**src/rtl/forward_pkg.sv**
```systemverilog
// Shared types and helpers for the operand forwarding / load-use hazard unit.
// The rd field is sized for the widest supported register number; narrower ports zero-extend.
package forward_pkg;

   localparam int REG_NUM_WIDTH_MAX = 8;
   localparam int FWD_SEL_REGFILE   = 0;

   typedef struct packed {
      logic                         valid;
      logic [REG_NUM_WIDTH_MAX-1:0] rd;
      logic                         wr;
      logic                         wr_r0;
      logic                         load;
   } fwd_tag_t;

   function automatic int clog2(input int value);
      int result;
      int rem;
      result = 0;
      rem    = value - 1;
      while (rem > 0) begin
         result++;
         rem = rem >> 1;
      end
      return result;
   endfunction

   // An in-flight write produces rn if it names rn explicitly, or implicitly writes R0 and rn is R0.
   function automatic logic tag_matches(input fwd_tag_t tag, input logic [REG_NUM_WIDTH_MAX-1:0] rn);
      return tag.valid && ((tag.wr && (tag.rd == rn)) || (tag.wr_r0 && (rn == '0)));
   endfunction

endpackage

```
**src/rtl/fwd_source_select.sv**
```systemverilog
// Per-operand forwarding select: youngest matching stage wins, plus its load-use flag.
module fwd_source_select
   import forward_pkg::*;
#(
   parameter int REG_NUM_WIDTH     = 4,
   parameter int NUM_STAGES        = 3,
   parameter int REG_FORWARD_WIDTH = 2,
   parameter int LOAD_LATENCY      = 1
) (
   input  fwd_tag_t [NUM_STAGES:1]      i_tags,
   input  logic [REG_NUM_WIDTH-1:0]     i_rn,
   input  logic                         i_use_rn,
   output logic [REG_FORWARD_WIDTH-1:0] o_sel,
   output logic                         o_load_hit
);

   logic [REG_NUM_WIDTH_MAX-1:0] w_rn;

   assign w_rn = REG_NUM_WIDTH_MAX'(i_rn);

   // NOTE: every output gets a default before the loop so no path leaves it unassigned (no latch).
   // Scanning oldest to youngest lets the lowest matching stage overwrite the older ones.
   always_comb begin
      o_sel      = REG_FORWARD_WIDTH'(FWD_SEL_REGFILE);
      o_load_hit = 1'b0;
      if (i_use_rn) begin
         for (int k = NUM_STAGES; k >= 1; k--) begin
            if (tag_matches(i_tags[k], w_rn)) begin
               o_sel      = REG_FORWARD_WIDTH'(k);
               o_load_hit = i_tags[k].load && (k <= LOAD_LATENCY);
            end
         end
      end
   end

endmodule

```
**src/rtl/forward_scoreboard.sv**
```systemverilog
// Decode-stage tag pipeline for operand forwarding and load-use stalls.
// Optional FWD_STATS_EN adds saturating stall_count / fwd_count statistics outputs.
module forward_scoreboard
   import forward_pkg::*;
#(
   parameter int REG_NUM_WIDTH     = 4,
   parameter int NUM_STAGES        = 3,
   parameter int REG_FORWARD_WIDTH = 2,
   parameter int LOAD_LATENCY      = 1
) (
   input  logic                         clk,
   input  logic                         rst_n,
   input  logic [REG_NUM_WIDTH-1:0]     rn_1,
   input  logic [REG_NUM_WIDTH-1:0]     rn_2,
   input  logic                         use_rn_1,
   input  logic                         use_rn_2,
   input  logic                         issue_valid,
   input  logic [REG_NUM_WIDTH-1:0]     issue_rd,
   input  logic                         issue_wr,
   input  logic                         issue_wr_r0,
   input  logic                         issue_load,
   input  logic                         flush,
   output logic [REG_FORWARD_WIDTH-1:0] fwd_sel_1,
   output logic [REG_FORWARD_WIDTH-1:0] fwd_sel_2,
   output logic                         stall
`ifdef FWD_STATS_EN
   ,
   output logic [31:0]                  stall_count,
   output logic [31:0]                  fwd_count
`endif
);

   if (REG_FORWARD_WIDTH < clog2(NUM_STAGES + 1) || REG_NUM_WIDTH > REG_NUM_WIDTH_MAX ||
       NUM_STAGES < 1 || NUM_STAGES > 7 || LOAD_LATENCY >= NUM_STAGES) begin : g_param_check
      $error("forward_scoreboard: illegal parameter combination");
   end

   fwd_tag_t [NUM_STAGES:1] r_tags;
   fwd_tag_t                w_issue_tag;
   logic                    w_issue_accept;
   logic                    w_load_hit_1;
   logic                    w_load_hit_2;

   assign w_issue_tag    = '{valid: 1'b1, rd: REG_NUM_WIDTH_MAX'(issue_rd), wr: issue_wr,
                             wr_r0: issue_wr_r0, load: issue_load};
   assign w_issue_accept = issue_valid && !stall && !flush;
   assign stall          = issue_valid && (w_load_hit_1 || w_load_hit_2);

   // NOTE: sequential state uses non-blocking assignments so every stage shifts from pre-edge values.
   always_ff @(posedge clk or negedge rst_n) begin
      if (!rst_n) begin
         r_tags <= '0;
      end else if (flush) begin
         r_tags <= '0;
      end else begin
         r_tags[1] <= w_issue_accept ? w_issue_tag : '0;
         for (int k = 2; k <= NUM_STAGES; k++) begin
            r_tags[k] <= r_tags[k-1];
         end
      end
   end

   fwd_source_select #(
      .REG_NUM_WIDTH    (REG_NUM_WIDTH),
      .NUM_STAGES       (NUM_STAGES),
      .REG_FORWARD_WIDTH(REG_FORWARD_WIDTH),
      .LOAD_LATENCY     (LOAD_LATENCY)
   ) u_sel_1 (
      .i_tags    (r_tags),
      .i_rn      (rn_1),
      .i_use_rn  (use_rn_1),
      .o_sel     (fwd_sel_1),
      .o_load_hit(w_load_hit_1)
   );

   fwd_source_select #(
      .REG_NUM_WIDTH    (REG_NUM_WIDTH),
      .NUM_STAGES       (NUM_STAGES),
      .REG_FORWARD_WIDTH(REG_FORWARD_WIDTH),
      .LOAD_LATENCY     (LOAD_LATENCY)
   ) u_sel_2 (
      .i_tags    (r_tags),
      .i_rn      (rn_2),
      .i_use_rn  (use_rn_2),
      .o_sel     (fwd_sel_2),
      .o_load_hit(w_load_hit_2)
   );

`ifdef FWD_STATS_EN
   logic [31:0] r_stall_count;
   logic [31:0] r_fwd_count;

   always_ff @(posedge clk or negedge rst_n) begin
      if (!rst_n) begin
         r_stall_count <= '0;
         r_fwd_count   <= '0;
      end else begin
         if (stall && (r_stall_count != '1)) begin
            r_stall_count <= r_stall_count + 32'd1;
         end
         if (((fwd_sel_1 != '0) || (fwd_sel_2 != '0)) && (r_fwd_count != '1)) begin
            r_fwd_count <= r_fwd_count + 32'd1;
         end
      end
   end

   assign stall_count = r_stall_count;
   assign fwd_count   = r_fwd_count;
`endif

endmodule
```
**config.mk**
```make
export PLATFORM = sky130hd
export DESIGN_NAME = forward_scoreboard
export DESIGN_NICKNAME = d
export VERILOG_FILES = /design/src/rtl/forward_pkg.sv /design/src/rtl/fwd_source_select.sv /design/src/rtl/forward_scoreboard.sv
export SDC_FILE = /design/constraint.sdc
export NUM_CORES = 1
export LEC_CHECK = 0
export CAP_MARGIN = 40
export CORE_ASPECT_RATIO = 0.75
export CORE_MARGIN = 3
export CORE_UTILIZATION = 49
export DETAILED_ROUTE_END_ITERATION = 8
export PLACE_DENSITY = 0.79
export SYNTH_ARGS = -nofsm -noshare
export SYNTH_HDL_FRONTEND = slang
export SYNTH_SLANG_ARGS = --single-unit
export TNS_END_PERCENT = 5
```
**constraint.sdc**
```tcl
create_clock -name clk -period 2 [get_ports clk]
set_clock_uncertainty 0.1 [all_clocks]
set_input_delay 0.4 -clock clk [delete_from_list [all_inputs] [get_ports clk]]
set_output_delay 0.4 -clock clk [all_outputs]
set_load 0.01 [all_outputs]
```
== After elaboration in Yosys (flattened, before gate mapping) ==
Index checks and enable logic that the tools add are counted.
Word-level totals
  bits in registers: 35
  input bits: 21
  output and inout bits: 5
  logic and storage cells: 66
Operators by class
  equality and inequality tests: 6
  muxes and demuxes: 14
  reduce and logical (&&, ||, !) cells: 32
Operators with widths (count)
  8-bit by 4-bit == test with 1-bit output: 6
  36-bit 2-to-1 mux: 1
  1-bit logical AND: 21
  8-bit logical NOT: 2
  2-bit 2-to-1 mux: 8
  12-bit 2-to-1 mux: 1
  1-bit logical OR: 7
  1-bit 2-to-1 mux: 4
  1-bit logical NOT: 2

== Longest topological paths before layout ==
Gate-level depths: netlist of run 1.
  depth after elaboration: 13
  gate-level depth with buffers: 6
  gate-level depth less buffers: 5

== Cells and area by module ==
Synthesis of run 1 repeated with hierarchy kept, for this count alone.
Unflattened totals
  cells, all modules: 117
  area, all modules: 1347.5 um^2
Modules (own cells, without submodules)
  forward_scoreboard: times used 1, cells each 51, area an instance 792.0 um^2, sequential area each 600.6 um^2
  fwd_source_select: times used 2, cells each 33, area an instance 277.8 um^2, sequential area each 0.0 um^2

== Least setup slack after synthesis of run 1 ==
Ideal clock, no wire load.
  kind: input port to output port
  start: input rn_2[0]
  end: output fwd_sel_2[0]
  arrival time: 1479 ps
  data required time: 1500 ps
  setup slack: 21 ps
  stages: 4
  buffers on the path: 0
  cells stage by stage: nor4_4 > a32oi_1 > or3b_1 > a21boi_1
On the way
  longest elaborated chain between the ends: 8
  elaborated cells between the ends (all ways): 20
  those cells by class: 3 x eq/ne; 4 x mux; 13 x reduce/logical
Ends and longest elaborated chain
  start, declared: RTL line forward_scoreboard.sv:14  | input logic [REG_NUM_WIDTH-1:0] rn_2,
  8-bit by 4-bit == test with 1-bit output / 8-bit logical NOT (equally long branches): RTL line forward_pkg.sv:30  | return tag.valid && ((tag.wr && (tag.rd == rn)) || (tag.wr_r0 && (rn == '0)));
  1-bit logical AND: RTL line forward_pkg.sv:30
  1-bit logical OR: RTL line forward_pkg.sv:30
  1-bit logical AND: RTL line forward_pkg.sv:30
  2-bit 2-to-1 mux (2 in series): RTL line fwd_source_select.sv:28  | if (tag_matches(i_tags[k], w_rn)) begin
  2-bit 2-to-1 mux *: RTL line fwd_source_select.sv:28
  2-bit 2-to-1 mux *: RTL line fwd_source_select.sv:26  | if (i_use_rn) begin
  end, declared: RTL line forward_scoreboard.sv:24  | output logic [REG_FORWARD_WIDTH-1:0] fwd_sel_2,
Mark *: on every way between the ends. The rest lies on a longest branch, timed or not.

== Worst setup path after layout of run 1 ==
  start: register r_tags[29] (netlist name)
  end: output fwd_sel_2[0]
On the way
  longest elaborated chain between the ends: 8
Ends and longest elaborated chain
  start, declared: RTL line forward_scoreboard.sv:38  | fwd_tag_t [NUM_STAGES:1] r_tags;
  start signal, assigned by index: RTL line forward_scoreboard.sv:58  | r_tags[k] <= r_tags[k-1];
  8-bit by 4-bit == test with 1-bit output: RTL line forward_pkg.sv:30
  1-bit logical AND: RTL line forward_pkg.sv:30
  1-bit logical OR: RTL line forward_pkg.sv:30
  1-bit logical AND: RTL line forward_pkg.sv:30
  2-bit 2-to-1 mux (3 in series): RTL line fwd_source_select.sv:28
  2-bit 2-to-1 mux: RTL line fwd_source_select.sv:26
Every way passes these cells.

==> flow_metrics.tcl, run 1 <==
set metrics [dict create \
    clockBufferDepth 2 \
    p_total_uw 961 \
    setup_viol 5 \
    hold_class "in -> async" \
    syn_nets 138 \
    tightestPinTransition_ps 442 \
    synthAdderAreaFrac_pct 0 \
    initial_core_util_pct 55.1 \
    vias 1030 \
    drtIter0Drc 54 \
    yosysWarningCount 0 \
    postCtsHoldBufs 0 \
    dr.pass1.iters 4 \
    top_register "r_tags" \
    grt_antenna_before_repair 0 \
    drive_gt1_share_pct 27.7 \
    cp-start-kind "flop" \
    synthSimpleGateAreaFrac_pct 26.0 \
    synth-xor-area-share_pct 17.9 \
    dieArea_um2 3030 \
    drv_slew 0 \
    clock-root-buffer "clkbuf_4" \
    gp_congestion 0.927 \
    ant_nets 0 \
    n_antenna_cell 0 \
    p_sw_uw 220 \
    seq_area_frac_synth_pct 46.8 \
    pwr-share-seq_pct 48.9 \
    dp_slack_ps -1050 \
    r2r_cells 6 \
    fill_cells 152 \
    p_leak_nw 0.819 \
    synth.mux.area_fraction_pct 0 \
    fp.dieW_um 62.6 \
    synth_compound_area_share_pct 8.08 \
    run_status "finished, violations left" \
    relSlewSlack_pct 70.5 \
    grt_max_degree 23 \
    violations "setup timing" \
    htreeDepth 1 \
    core_um2 2140 \
    synth_area_per_cell_um2 10.1 \
    clkTransAtPathRegs_ps 120 \
    grt_overflow 0 \
    power.share.combinational_pct 15.7 \
    synth_area_um2 1180 \
    place.port_buffers 25 \
    hpwl_mm 2.12 \
    required_ps 1500 \
    crit_path_end_kind "output port" \
    max_freq_mhz 419 \
    syn_inst 117 \
    yosysUniqueCellTypes 26 \
    vias_per_cell 5.20 \
    crit_type "reg -> out" \
    rows 14 \
    rsz0062_at_grt "yes" \
    finalHoldViolations 0 \
    drc 0 \
    grt_first_pass_wirelength_mm 4.89 \
    routed_wl_mm 2.91 \
    crit_fanout 2 \
    nets 188 \
    powerDensity_nw_per_um2 565 \
    largest_register_ffs 22 \
    biggestRegsByFlops "r_tags x22" \
    critical_path_arrival_ps 1880 \
    grt_pass1_vias 1100 \
    fin_crit_sh_pct 119 \
    p_int_uw 740 \
    min_period_ps 2380 \
    clkPwrFrac_pct 35.4 \
    netSwitchingFraction_pct 22.9 \
    die_h_um 48.5 \
    cts_tree "built" \
    ir_drop_mv 0.467 \
    layout_setup_ws_ps -384 \
    clock_latency_ps 310 \
    wire_per_inst_um 14.7 \
    num_io_pins 26 \
    ys_seq_elements 22 \
    area_growth_pct 44.5 \
    grt_use_total_pct 20.6 \
    cts_buffers 3 \
    clock-sinks 22 \
    synth_top_family_by_area "simple AND/OR/NAND/NOR gates" \
    drv_cap 0 \
]
-- per-stage QoR --
stage	hold WS (ps)	std cells	utilization, %	instance area (um^2)	TNS (ps)
after floorplan	4.41	117	-	1180	0
after global routing	319	198	79.6	1700	-2010
after CTS	320	198	78.7	1680	-1620
after global placement	383	193	75.7	1620	-6050
after detailed placement	399	193	75.7	1620	-6970
final	313	198	79.6	1700	-1460
-- critical path, stage by stage, from the launching register on --
cell and delay, ps:
dfrtp_1 410, xor2_1 180, nor3_2 200, a32oi_2 90, or3b_1 390, a21boi_2 160
buf_2 150
-- worst paths after layout --
kind / from / endpoint / slack [ps]
max: r_tags[29] / fwd_sel_2[0] / -380
min: rst_n / r_tags[18] / 310
max reg2reg: r_tags[5] / r_tags[5] / 400
min reg2reg: r_tags[2] / r_tags[14] / 430
max in group asynchronous: rst_n / r_tags[35] / 1280
min in group clk: r_tags[2] / r_tags[14] / 430
-- cell families after synthesis --
family                 after synthesis
XOR/XNOR                            24
AND/OR/NAND/NOR                     56
flip-flops                          22
buffers and inverters                3
AO/OA/AOI/OAI                       12
-- cell type report --
class                   count  area [um^2]  share of cell area [%]
clock inverters             1         30.0                    1.76
well taps                  32         40.0                    2.35
repair buffers             48          395                    23.2
multi-input cells          92          663                    39.0
flip-flops and latches     22          551                    32.4
clock buffers               3         22.5                    1.32
-- what timing repair did --
action                     4_1_cts  5_1_grt
gates cloned                     0        0
pin swaps                       10        9
buffers inserted                 1        0
setup endpoints to repair        5        5
resized for setup               38        9
-- layout by cell type, fill, tap and decap left out, types with 2 or more instances in the layout --
| cell type | count |
|---|---|
| a32oi_1 | 2 |
| buf_2 | 4 |
| nor2_1 | 10 |
| clkbuf_4 | 3 |
| dfrtp_1 | 22 |
| nand3_1 | 4 |
| nor3_2 | 3 |
| xnor2_1 | 8 |
| buf_4 | 23 |
| nor3_1 | 3 |
| clkdlybuf4s50_1 | 12 |
| and3_1 | 2 |
| nand2_1 | 12 |
| clkdlybuf4s15_1 | 2 |
| dlygate4sd2_1 | 4 |
| nor2b_1 | 17 |
| xor2_1 | 15 |
-- cells in the mapped netlist --
master     n  area [um^2]
a21boi_0   1         7.51
a21boi_1   1         7.51
a21oi_1    1         5.00
a31oi_1    2         12.5
a32o_1     1         10.0
a32oi_1    3         26.3
a41oi_1    1         8.76
and2_1     1         6.26
and3_1     2         12.5
buf_1      1         3.75
buf_4      1         7.51
clkbuf_1   1         3.75
dfrtp_1   22          551
nand2_1   12         45.0
nand2b_1   1         6.26
nand3_1    4         20.0
nor2_1    10         37.5
nor2b_1   17          106
nor3_1     6         30.0
nor4_2     1         12.5
nor4_4     1         21.3
o311ai_0   1         8.76
o32ai_1    1         8.76
or3b_1     1         8.76
xnor2_1    9         78.8
xor2_1    15          131
-- power groups by stage --
stage	Sequential [mW]	Combinational, mW	Clock (mW)
final	0.470	0.151	0.340
after CTS	0.469	0.147	0.342
after floorplan	0.475	0.0514	0
after detailed placement	0.478	0.147	0
after global placement	0.477	0.142	0
after global routing	0.472	0.164	0.371
-- metal layers --
metal | global-route usage (%) | part of all wire (%) | vias up
li1 | - | - | 493
met1 | 24.1 | 42 | 494
met2 | 37.5 | 51 | 41
met3 | 6.02 | 7.2 | 2
met4 | 4.40 | 0.34 | 0
met5 | 0 | 0 | -
(Power assumes the default switching activity.)
==> run 2: changes to the inputs <==
--- a/config.mk
+++ b/config.mk
@@ -11,6 +11,7 @@
 export CORE_UTILIZATION = 49
 export DETAILED_ROUTE_END_ITERATION = 8
 export PLACE_DENSITY = 0.79
+export SETUP_SLACK_MARGIN = 0.1
 export SYNTH_ARGS = -nofsm -noshare
 export SYNTH_HDL_FRONTEND = slang
 export SYNTH_SLANG_ARGS = --single-unit
==> run 2 against run 1 <==
The run still ends with setup timing left. Die area is the same. Clock power fell by 28%. Sequential share of layout area down 0.42 points. Clock-buffer cell count up 1. Final cell count increased by 1.0%. Maximum frequency grew 0.95%. Cell area up 1.8%. Combinational power up 6%. Critical endpoint is now fwd_sel_1[1].
==> flow_metrics.tcl, run 2 (synthesized netlist as in run 1, its figures left out) <==
set metrics [dict create \
    run_status "finished, violations left" \
    violations "setup timing" \
    top_register "r_tags" \
    crit_fanout 3 \
    wire_per_inst_um 14.8 \
    postCtsHoldBufs 0 \
    fin_crit_sh_pct 118 \
    fill_cells 144 \
    hpwl_mm 2.13 \
    initial_core_util_pct 55.1 \
    rsz0062_at_grt "yes" \
    cts_buffers 3 \
    rows 14 \
    crit_path_end_kind "output port" \
    fin_tns_setup_ps -1580 \
    finalHoldViolations 0 \
    relSlewSlack_pct 70.1 \
    cp-start-kind "primary input" \
    p_total_uw 875 \
    place_area_um2 1630 \
    hold_slack_ps 319 \
    n_antenna_cell 0 \
    area_growth_pct 47.1 \
    place.port_buffers 25 \
    dieArea_um2 3030 \
    crit_type "in -> out" \
    cts_tree "built" \
    die_h_um 48.5 \
    gp_congestion 0.852 \
    ant_nets 0 \
    hold_class "in -> async" \
    multi_input_area_um2 697 \
    ir_drop_mv 0.376 \
    grt_first_pass_wirelength_mm 4.63 \
    drive_gt1_share_pct 32.1 \
    num_io_pins 26 \
    vias 1035 \
    drv_slew 0 \
    powerDensity_nw_per_um2 505 \
    grt_antenna_before_repair 0 \
    drc 0 \
    drv_cap 0 \
    drtIter0Drc 53 \
    setup_viol 5 \
    clock-sinks 22 \
    max_freq_mhz 423 \
    fp.dieW_um 62.6 \
    final_cell_mix "buf_4, dfrtp_1, nor2b_1" \
    routed_wl_mm 2.96 \
    grt_overflow 0 \
    p_leak_nw 0.834 \
    tightestPinTransition_ps 447 \
    required_ps 1500 \
    clock-root-buffer "clkbuf_4" \
    largest_register_ffs 22 \
    final_common_cell "buf_4" \
    regArea_um2 553 \
    fin_util_pct 81.0 \
    grt_pass1_vias 1004 \
    design_area_um2 1730 \
    dr.pass1.iters 4 \
    clockBufferDepth 2 \
    grt_max_degree 23 \
    clkTransAtPathRegs_ps 120 \
    biggestRegsByFlops "r_tags x22" \
    htreeDepth 1 \
    core_um2 2140 \
    grt_use_total_pct 19.4 \
    vias_per_cell 5.18 \
    min_period_ps 2360 \
    critical_path_arrival_ps 1860 \
    clock_latency_ps 300 \
    layout_setup_ws_ps -362 \
    nets 190 \
]
run 2: path summary, 6_finish.rpt:
check / startpoint / end / slack (ps) / cells after the start
worst max-delay path: rn_1[2] / fwd_sel_1[1] / -360 / 8
worst min-delay path: rst_n / r_tags[13] / 320 / 2
worst max register to register: r_tags[5] / r_tags[6] / 350 / 6
worst min register to register: r_tags[2] / r_tags[14] / 400 / 1
max in group asynchronous: rst_n / r_tags[5] / 1250 / 2
min in group clk: r_tags[2] / r_tags[14] / 400 / 1
run 2: critical path: stages:
cell             delay (ps)
dlygate4sd2_1           290
nor4_2                  300
buf_4                   180
buf_4                   120
a32oi_2                 120
nand2_1                  90
and3_1                  150
clkdlybuf4s15_2         220
run 2: cell type report:
| cell class | count | share of cell area [%] |
|---|---|---|
| clock buffer | 4 | 2.10 |
| sequential | 22 | 31.9 |
| tap | 32 | 2.31 |
| multi-input combinational | 92 | 40.2 |
| timing repair buffer | 50 | 23.4 |
run 2: timing repair:
item,in CTS,in global routing
pin swaps,9,14
setup buffers,0,2
setup endpoints to repair,13,5
resized for setup,41,12
run 2: through the flow:
stage	worst slack (ps)	instances
after floorplan	81.2	117
after global placement	-933	194
after detailed placement	-987	194
after CTS	-341	198
after global routing	-450	200
final	-362	200
run 2: metal layers:
layer	vias up	routed length (um)	global-route usage [%]	share of wire, %
met1	500	1260	23.1	43
met3	4	180	6.02	6.1
met2	29	1480	34.3	50
met4	0	42	4.40	1.4
met5	-	0	0	0
li1	502	-	-	-
run 2: power breakdown:
group | switching, mW | internal [mW]
Combinational | 0.0748 | 0.0852
Clock | 0.133 | 0.111
Sequential | 0.0126 | 0.458
